### src/rtl/csi_tx_packetizer.sv
// CSI-2 transmit packetizer for a 4-lane, 8-bit-gear D-PHY PPI.
// Builds the packet header (data ID, word count, ECC), streams 32-bit payload
// words, appends the CRC-16 footer and enforces a minimum idle gap between
// packets. Every lane output is registered.
module csi_tx_packetizer #(
    parameter int MIPI_LANES = 4,
    parameter int MIPI_GEAR  = 8,
    parameter int GAP_CYCLES = 5
) (
    input  logic                            clk_i,
    input  logic                            reset_n_i,
    input  logic                            pkt_valid_i,
    output logic                            pkt_ready_o,
    input  logic [1:0]                      pkt_vc_i,
    input  logic [5:0]                      pkt_dt_i,
    input  logic [15:0]                     pkt_wc_i,
    input  logic                            pld_valid_i,
    output logic                            pld_ready_o,
    input  logic [31:0]                     pld_data_i,
    input  logic                            tx_ready_hs_i,
    output logic [MIPI_LANES-1:0]           tx_valid_hs_o,
    output logic [MIPI_LANES*MIPI_GEAR-1:0] tx_data_hs_o,
    output logic                            err_underflow_o,
    output logic                            err_wc_o
);

    localparam int                    DW        = MIPI_LANES * MIPI_GEAR;
    localparam logic [MIPI_LANES-1:0] ALL_LANES = '1;
    localparam logic [MIPI_LANES-1:0] CRC_LANES = MIPI_LANES'(4'b1100);
    localparam logic [7:0]            GAP_LOAD  = 8'(GAP_CYCLES - 1);

    // The state names what the lanes carry right now.
    typedef enum logic [2:0] {
        S_IDLE,
        S_HDR,
        S_PAYLOAD,
        S_CRC,
        S_GAP
    } state_t;

    state_t                state_q, state_d;
    logic [MIPI_LANES-1:0] valid_q, valid_d;
    logic [DW-1:0]         data_q, data_d;
    logic [15:0]           crc_q, crc_d;
    logic [13:0]           words_q, words_d;
    logic                  long_q, long_d;
    logic [7:0]            gap_q, gap_d;
    logic                  pkt_ready_q, pkt_ready_d;
    logic                  err_uf_q, err_uf_d;
    logic                  err_wc_q, err_wc_d;

    logic                  advance;
    logic                  accept;
    logic                  load_word;
    logic                  load_crc;
    logic                  load_gap;
    logic [31:0]           pld_word;
    logic [23:0]           ecc_in;

    // Header ECC over {wc[15:8], wc[7:0], data_id}.
    function automatic logic [5:0] calc_ecc(input logic [23:0] d);
        logic [5:0] e;
        e[0] = d[0]^d[1]^d[2]^d[4]^d[5]^d[7]^d[10]^d[11]^d[13]^d[16]^d[20]^d[21]^d[22]^d[23];
        e[1] = d[0]^d[1]^d[3]^d[4]^d[6]^d[8]^d[10]^d[12]^d[14]^d[17]^d[20]^d[21]^d[22]^d[23];
        e[2] = d[0]^d[2]^d[3]^d[5]^d[6]^d[9]^d[11]^d[12]^d[15]^d[18]^d[20]^d[21]^d[22];
        e[3] = d[1]^d[2]^d[3]^d[7]^d[8]^d[9]^d[13]^d[14]^d[15]^d[19]^d[20]^d[21]^d[23];
        e[4] = d[4]^d[5]^d[6]^d[7]^d[8]^d[9]^d[16]^d[17]^d[18]^d[19]^d[20]^d[22]^d[23];
        e[5] = d[10]^d[11]^d[12]^d[13]^d[14]^d[15]^d[16]^d[17]^d[18]^d[19]^d[21]^d[22]^d[23];
        return e;
    endfunction

    // CRC-16 (x^16+x^12+x^5+1), bytes folded in lane 3,2,1,0 order, LSB-first.
    function automatic logic [15:0] crc_word(input logic [15:0] c_in, input logic [31:0] w);
        logic [15:0] c;
        logic [31:0] sh;
        logic [7:0]  cur;
        logic        fb;
        c  = c_in;
        sh = w;
        for (int k = 0; k < 4; k++) begin
            cur = sh[31:24];
            sh  = sh << 8;
            for (int i = 0; i < 8; i++) begin
                fb    = cur[0] ^ c[0];
                cur   = cur >> 1;
                c     = {c[0], c[15:1]};
                c[15] = fb;
                c[10] = c[10] ^ fb;
                c[3]  = c[3] ^ fb;
            end
        end
        return c;
    endfunction

    assign advance  = (valid_q == '0) || tx_ready_hs_i;
    // Nothing is handshaken on an edge that also resets the block.
    assign pkt_ready_o = pkt_ready_q & reset_n_i;
    assign accept      = pkt_valid_i & pkt_ready_o;
    assign pld_ready_o = load_word & reset_n_i;
    assign ecc_in      = {pkt_wc_i[15:8], pkt_wc_i[7:0], pkt_vc_i, pkt_dt_i};

    // Next-state, next-beat and strobe decode.
    always_comb begin
        // NOTE: every combinational output is given a default first, so no path can infer a latch.
        state_d   = state_q;
        valid_d   = valid_q;
        data_d    = data_q;
        crc_d     = crc_q;
        words_d   = words_q;
        long_d    = long_q;
        gap_d     = gap_q;
        err_uf_d  = 1'b0;
        err_wc_d  = 1'b0;
        load_word = 1'b0;
        load_crc  = 1'b0;
        load_gap  = 1'b0;
        pld_word  = pld_valid_i ? pld_data_i : 32'h0;

        unique case (state_q)
            S_IDLE: begin
                if (accept) begin
                    state_d  = S_HDR;
                    valid_d  = ALL_LANES;
                    data_d   = {pkt_vc_i, pkt_dt_i, pkt_wc_i[7:0], pkt_wc_i[15:8],
                                2'b00, calc_ecc(ecc_in)};
                    crc_d    = 16'hFFFF;
                    words_d  = pkt_wc_i[15:2];
                    long_d   = (pkt_dt_i >= 6'h10);
                    err_wc_d = (pkt_dt_i >= 6'h10) && (pkt_wc_i[1:0] != 2'b00);
                end
            end
            S_HDR: begin
                if (advance) begin
                    if (!long_q)              load_gap  = 1'b1;
                    else if (words_q != '0)   load_word = 1'b1;
                    else                      load_crc  = 1'b1;
                end
            end
            S_PAYLOAD: begin
                if (advance) begin
                    if (words_q != '0) load_word = 1'b1;
                    else               load_crc  = 1'b1;
                end
            end
            S_CRC: begin
                if (advance) load_gap = 1'b1;
            end
            S_GAP: begin
                if (gap_q == '0) state_d = S_IDLE;
                else             gap_d   = gap_q - 8'd1;
            end
            default: state_d = S_IDLE;
        endcase

        // A missing word still occupies its slot as zeros so the length stays correct.
        if (load_word) begin
            state_d  = S_PAYLOAD;
            valid_d  = ALL_LANES;
            data_d   = pld_word;
            crc_d    = crc_word(crc_q, pld_word);
            words_d  = words_q - 14'd1;
            err_uf_d = !pld_valid_i;
        end
        if (load_crc) begin
            state_d = S_CRC;
            valid_d = CRC_LANES;
            data_d  = {crc_q[7:0], crc_q[15:8], 16'h0000};
        end
        if (load_gap) begin
            state_d = S_GAP;
            valid_d = '0;
            data_d  = '0;
            gap_d   = GAP_LOAD;
        end

        pkt_ready_d = (state_d == S_IDLE);
    end

    // State and output registers; reset is synchronous and drops the lanes at once.
    always_ff @(posedge clk_i) begin
        // NOTE: non-blocking assignments so every register samples pre-edge values.
        if (!reset_n_i) begin
            state_q     <= S_IDLE;
            valid_q     <= '0;
            data_q      <= '0;
            crc_q       <= 16'hFFFF;
            words_q     <= '0;
            long_q      <= 1'b0;
            gap_q       <= '0;
            pkt_ready_q <= 1'b0;
            err_uf_q    <= 1'b0;
            err_wc_q    <= 1'b0;
        end else begin
            state_q     <= state_d;
            valid_q     <= valid_d;
            data_q      <= data_d;
            crc_q       <= crc_d;
            words_q     <= words_d;
            long_q      <= long_d;
            gap_q       <= gap_d;
            pkt_ready_q <= pkt_ready_d;
            err_uf_q    <= err_uf_d;
            err_wc_q    <= err_wc_d;
        end
    end

    assign tx_valid_hs_o   = valid_q;
    assign tx_data_hs_o    = data_q;
    assign err_underflow_o = err_uf_q;
    assign err_wc_o        = err_wc_q;

endmodule

### config.mk
export PLATFORM = sky130hd
export DESIGN_NAME = csi_tx_packetizer
export DESIGN_NICKNAME = d
export VERILOG_FILES = /design/src/rtl/csi_tx_packetizer.sv
export SDC_FILE = /design/constraint.sdc
export NUM_CORES = 1
export LEC_CHECK = 0
export BUFFER_PORTS_ARGS = -buffer_cell sky130_fd_sc_hd__buf_2
export CORE_MARGIN = 5
export CORE_UTILIZATION = 56
export DETAILED_ROUTE_END_ITERATION = 8
export GPL_ROUTABILITY_DRIVEN = 1
export PLACE_DENSITY = 0.81
export SLEW_MARGIN = 20
export SYNTH_ARGS = -nofsm -noshare
export SYNTH_HDL_FRONTEND = slang
export SYNTH_SLANG_ARGS = --single-unit
export TNS_END_PERCENT = 5
### constraint.sdc
create_clock -name clk_i -period 3.3 [get_ports clk_i]
set_input_delay 0.33 -clock clk_i [delete_from_list [all_inputs] [get_ports clk_i]]
set_output_delay 0.33 -clock clk_i [all_outputs]
set_load 0.01 [all_outputs]
==> metrics.txt <==
status completed; die area around 0.011 sq mm; Reg2Reg Launch Point words_q[3]$_SDFFE_PN0P_; LEAKAGE roughly 0.0025 uW; layout cell share with drive strength beyond 1 roughly a fifth; CTS sink cnt roughly 80; CP required a little under 3 ns; mux contribution to synthesized area 0.190%; internal power about 2000 uW; Main synth FF type dfxtp_1; Cell variety after synth between 50 and 60; NetSw ~1300 uW; H-Tree Level Count 3; Synth Area in Compound Gates ~16%; skew final approximately 0.013 ns; I/O pin total 101; Post-DP HPWL 12,300 um; shortest period the worst path allows between 3 and 4 ns; period utilization between 90 and 100%; ANT cells 0; synthesized instance count about 630; highest clock rate approximately 320 MHz; Logic pwr share a little under half; Remaining DRCs 0; hold path startpoint pld_data_i[7]; Final ANT Viol Nets 0; largest net degree at the start of global routing 29; Reg area ~0.0016 sq mm; Hold Buf Count CTS 0; Initial Util 57.2%; Buffers on Ports 100; CTS buffer count 9; crit path DAT ~2.8 ns; Root Buffer clkbuf_8; Core Footprint roughly 0.0092 sq mm; Synth Warn # 0; fraction of power spent switching nets approximately 40%; CP peak stage delay roughly 0.6 ns; via count of the first global-routing pass 4,782; crit path max fanout 11; post-synthesis cell area 0.00526 sq mm; worst hold slack between 0.2 and 0.25 ns; via density per instance approximately 6; P&R area growth vs syn 14.1%; Row Count 35; final setup fails 0; crit path cell chain or4_4, or4b_4, nor3_2, nor2_2, nand2_1, clkinvlp_4, buf_2; #FFs+latches synth 79; RSZ-0062 raised after global routing no; slew margin rel. 35.2%; Worst-Skew Late Latency 0.37 ns; Min-Delay Path Class in -> reg; TritonRoute pass-1 iters 6; Initial DRC Count 510; setup TNS 0 ns; final-report max-slew violation count 0; max_cap viols 0; multi-input logic area about 0.0035 sq mm; drt wl/cell just under 20 um; first-pass GRT wire length between 20,000 and 30,000 um; initial antenna violation count 0; Setup Crit Path Kind reg -> out; GR Overflow Total 0; Bufs on Longest Clock Path 2; worst setup path start words_q[3]$_SDFFE_PN0P_; Placer Congestion a little under 1; sequential power share between 30% and 40%; Synth Net Count around 700; CP Buf/Inv Count 2; share of synthesized registers carrying an async set or reset 0%; Max VDD drop about 330 uV; Synth Area in XOR/XNOR between 30% and 40%; cell family with most CP delay simple AND/OR/NAND/NOR gates; die height between 100 and 150 um; Clock power frac between 20% and 30%; drt total wl roughly 16,000 um; die width 107 um; Final #Nets between 700 and 800; GRT Util Overall between 20% and 30%; Power Density around 560 mW/mm^2; Crit. End Element output port; simple logic cell fraction of the synthesized area between 10% and 20%; largest family of logic cells by synthesized area XOR/XNOR gates; EDFF count, synth 0; fillers approximately 830; CTS tree built; CP startpoint kind register; Critical-path top delay cell or4_4; final hold vios 0; CTS clk-pin slew, worst paths approximately 0.080 ns; Seq/Total Area, Yosys a little under a third; post-synthesis adder-cell area fraction less than 1%; Worst Tran Pin Value between 0.9 and 1 ns; via count roughly 5,000; Avg Cell Area, Syn ~8.4 sq um
## Yosys cell counts (4+ instances only)
library cell	instances	share of area [%]
ha_1	4	0.95
o21ai_0	18	1.7
inv_1	10	0.71
xor2_1	50	8.3
xnor2_1	98	16
dfxtp_1	79	30
o211ai_1	7	1.0
clkbuf_1	18	1.3
nand2_1	70	5.0
a31oi_1	9	1.1
a311oi_1	5	0.83
nand3_1	12	1.1
xnor3_1	8	3.4
buf_2	6	0.57
or3_1	4	0.48
buf_1	4	0.29
a222oi_1	5	0.95
a22oi_1	4	0.57
and3_1	8	0.95
a21oi_1	52	4.9
nor2_1	57	4.1
nor2b_1	6	0.71
buf_4	6	0.86
a211oi_1	16	2.3
nor4_1	4	0.48
nor3_1	17	1.6
## cell type report
class	instances	area share, %
multi-input cells	499	57.7
inverters	11	0.751
clock buffers	9	2.06
well taps	111	2.31
flip-flops and latches	79	26.4
clock inverters	7	0.938
repair buffers	112	9.84
## logic make-up after synthesis
group,Yosys count
and+or+nand+nor,197
xor gates and xnor gates,165
AOI/OAI and AO/OA,132
DFF,79
buffers and inverters,47
adders and majority gates,4
muxes,1
## path summary, 6_finish.rpt
path,end,slack (ns),cells after the start
setup reg to reg,tx_data_hs_o[28]$_SDFFE_PP0P_,0.30,8
hold / removal,tx_data_hs_o[7]$_SDFFE_PP0P_,0.25,3
hold reg to reg,tx_data_hs_o[21]$_SDFFE_PP0P_,0.47,2
setup / recovery,pld_ready_o,0.19,7
## registers in the layout (all words and copies together), names as in the netlist
name	count
tx_data_hs_o	32
crc_q	16
words_q	14
gap_q	8
state_q	3
tx_valid_hs_o	2
err_underflow_o	1
err_wc_o	1
long_q	1
pkt_ready_q	1
## per-stage QoR
| step | instances | setup WS (ns) | power [uW] | instance area (sq um) | utilization, % |
|---|---|---|---|---|---|
| after global placement | 811 | 0.422 | 2610 | 5810 | 63.2 |
| final | 828 | 0.195 | 3330 | 6000 | 65.3 |
| after detailed placement | 811 | 0.367 | 2630 | 5810 | 63.2 |
| after global routing | 828 | 0.0859 | 3510 | 6000 | 65.3 |
| after CTS | 827 | 0.0872 | 3320 | 5990 | 65.1 |
| after floorplan | 625 | 0.768 | 2270 | 5260 | - |
## repair_timing
| action | CTS | global route |
|---|---|---|
| setup endpoints to repair | 0 | 1 |
| setup buffers | 0 | 1 |
| resized for setup | 0 | 1 |
## tightest hold or removal path, cell delays in order
cell and delay, ns:
buf_2 0.11, nand3_1 0.07, a21oi_1 0.05
## routing by layer
metal	vias to the layer above	share of wire, %	GRT usage (%)	wire, um
met4	0	3.9	11.5	625
met3	44	8.1	5.12	1310
met5	-	0	0	0
met2	258	47	47.4	7610
li1	2316	-	-	-
met1	2342	41	36.2	6540
## power by group through the flow
stage | registers [uW] | logic (uW) | clock network, uW
2_1_floorplan | 1110 | 1170 | 0
3_3_place_gp | 1100 | 1510 | 0
3_5_place_dp | 1100 | 1530 | 0
4_1_cts | 1080 | 1540 | 700
5_1_grt | 1090 | 1680 | 744
6_report | 1090 | 1550 | 693
## cell usage in the layout (no fill, tap or decap), types with 3 or more instances in the layout
master      netlist  final
xor2_1           50     50
and2_1            3      3
clkinvlp_4        0      5
a21oi_1          52     52
a222oi_1          5      5
dfxtp_1          79     79
nor2b_1           6      6
or3_1             4      4
xor2_2            3      3
nor4_1            4      4
clkbuf_8          0      9
a22oi_1           4      4
or2_2             3      3
buf_2             6    100
xnor3_1           8      8
a211oi_1         16     16
o21ai_0          18     18
a311oi_1          5      5
nor3_1           17     17
xor3_1            3      3
nand2_1          70     70
inv_1            10     10
a221oi_1          3      3
a31oi_1           9      9
nand3_1          12     12
o211ai_1          7      7
ha_1              4      4
nor2_1           57     56
buf_4             6     12
and3_1            8      8
xnor2_1          98     98
No activity file was read; power rests on OpenSTA's default activity.
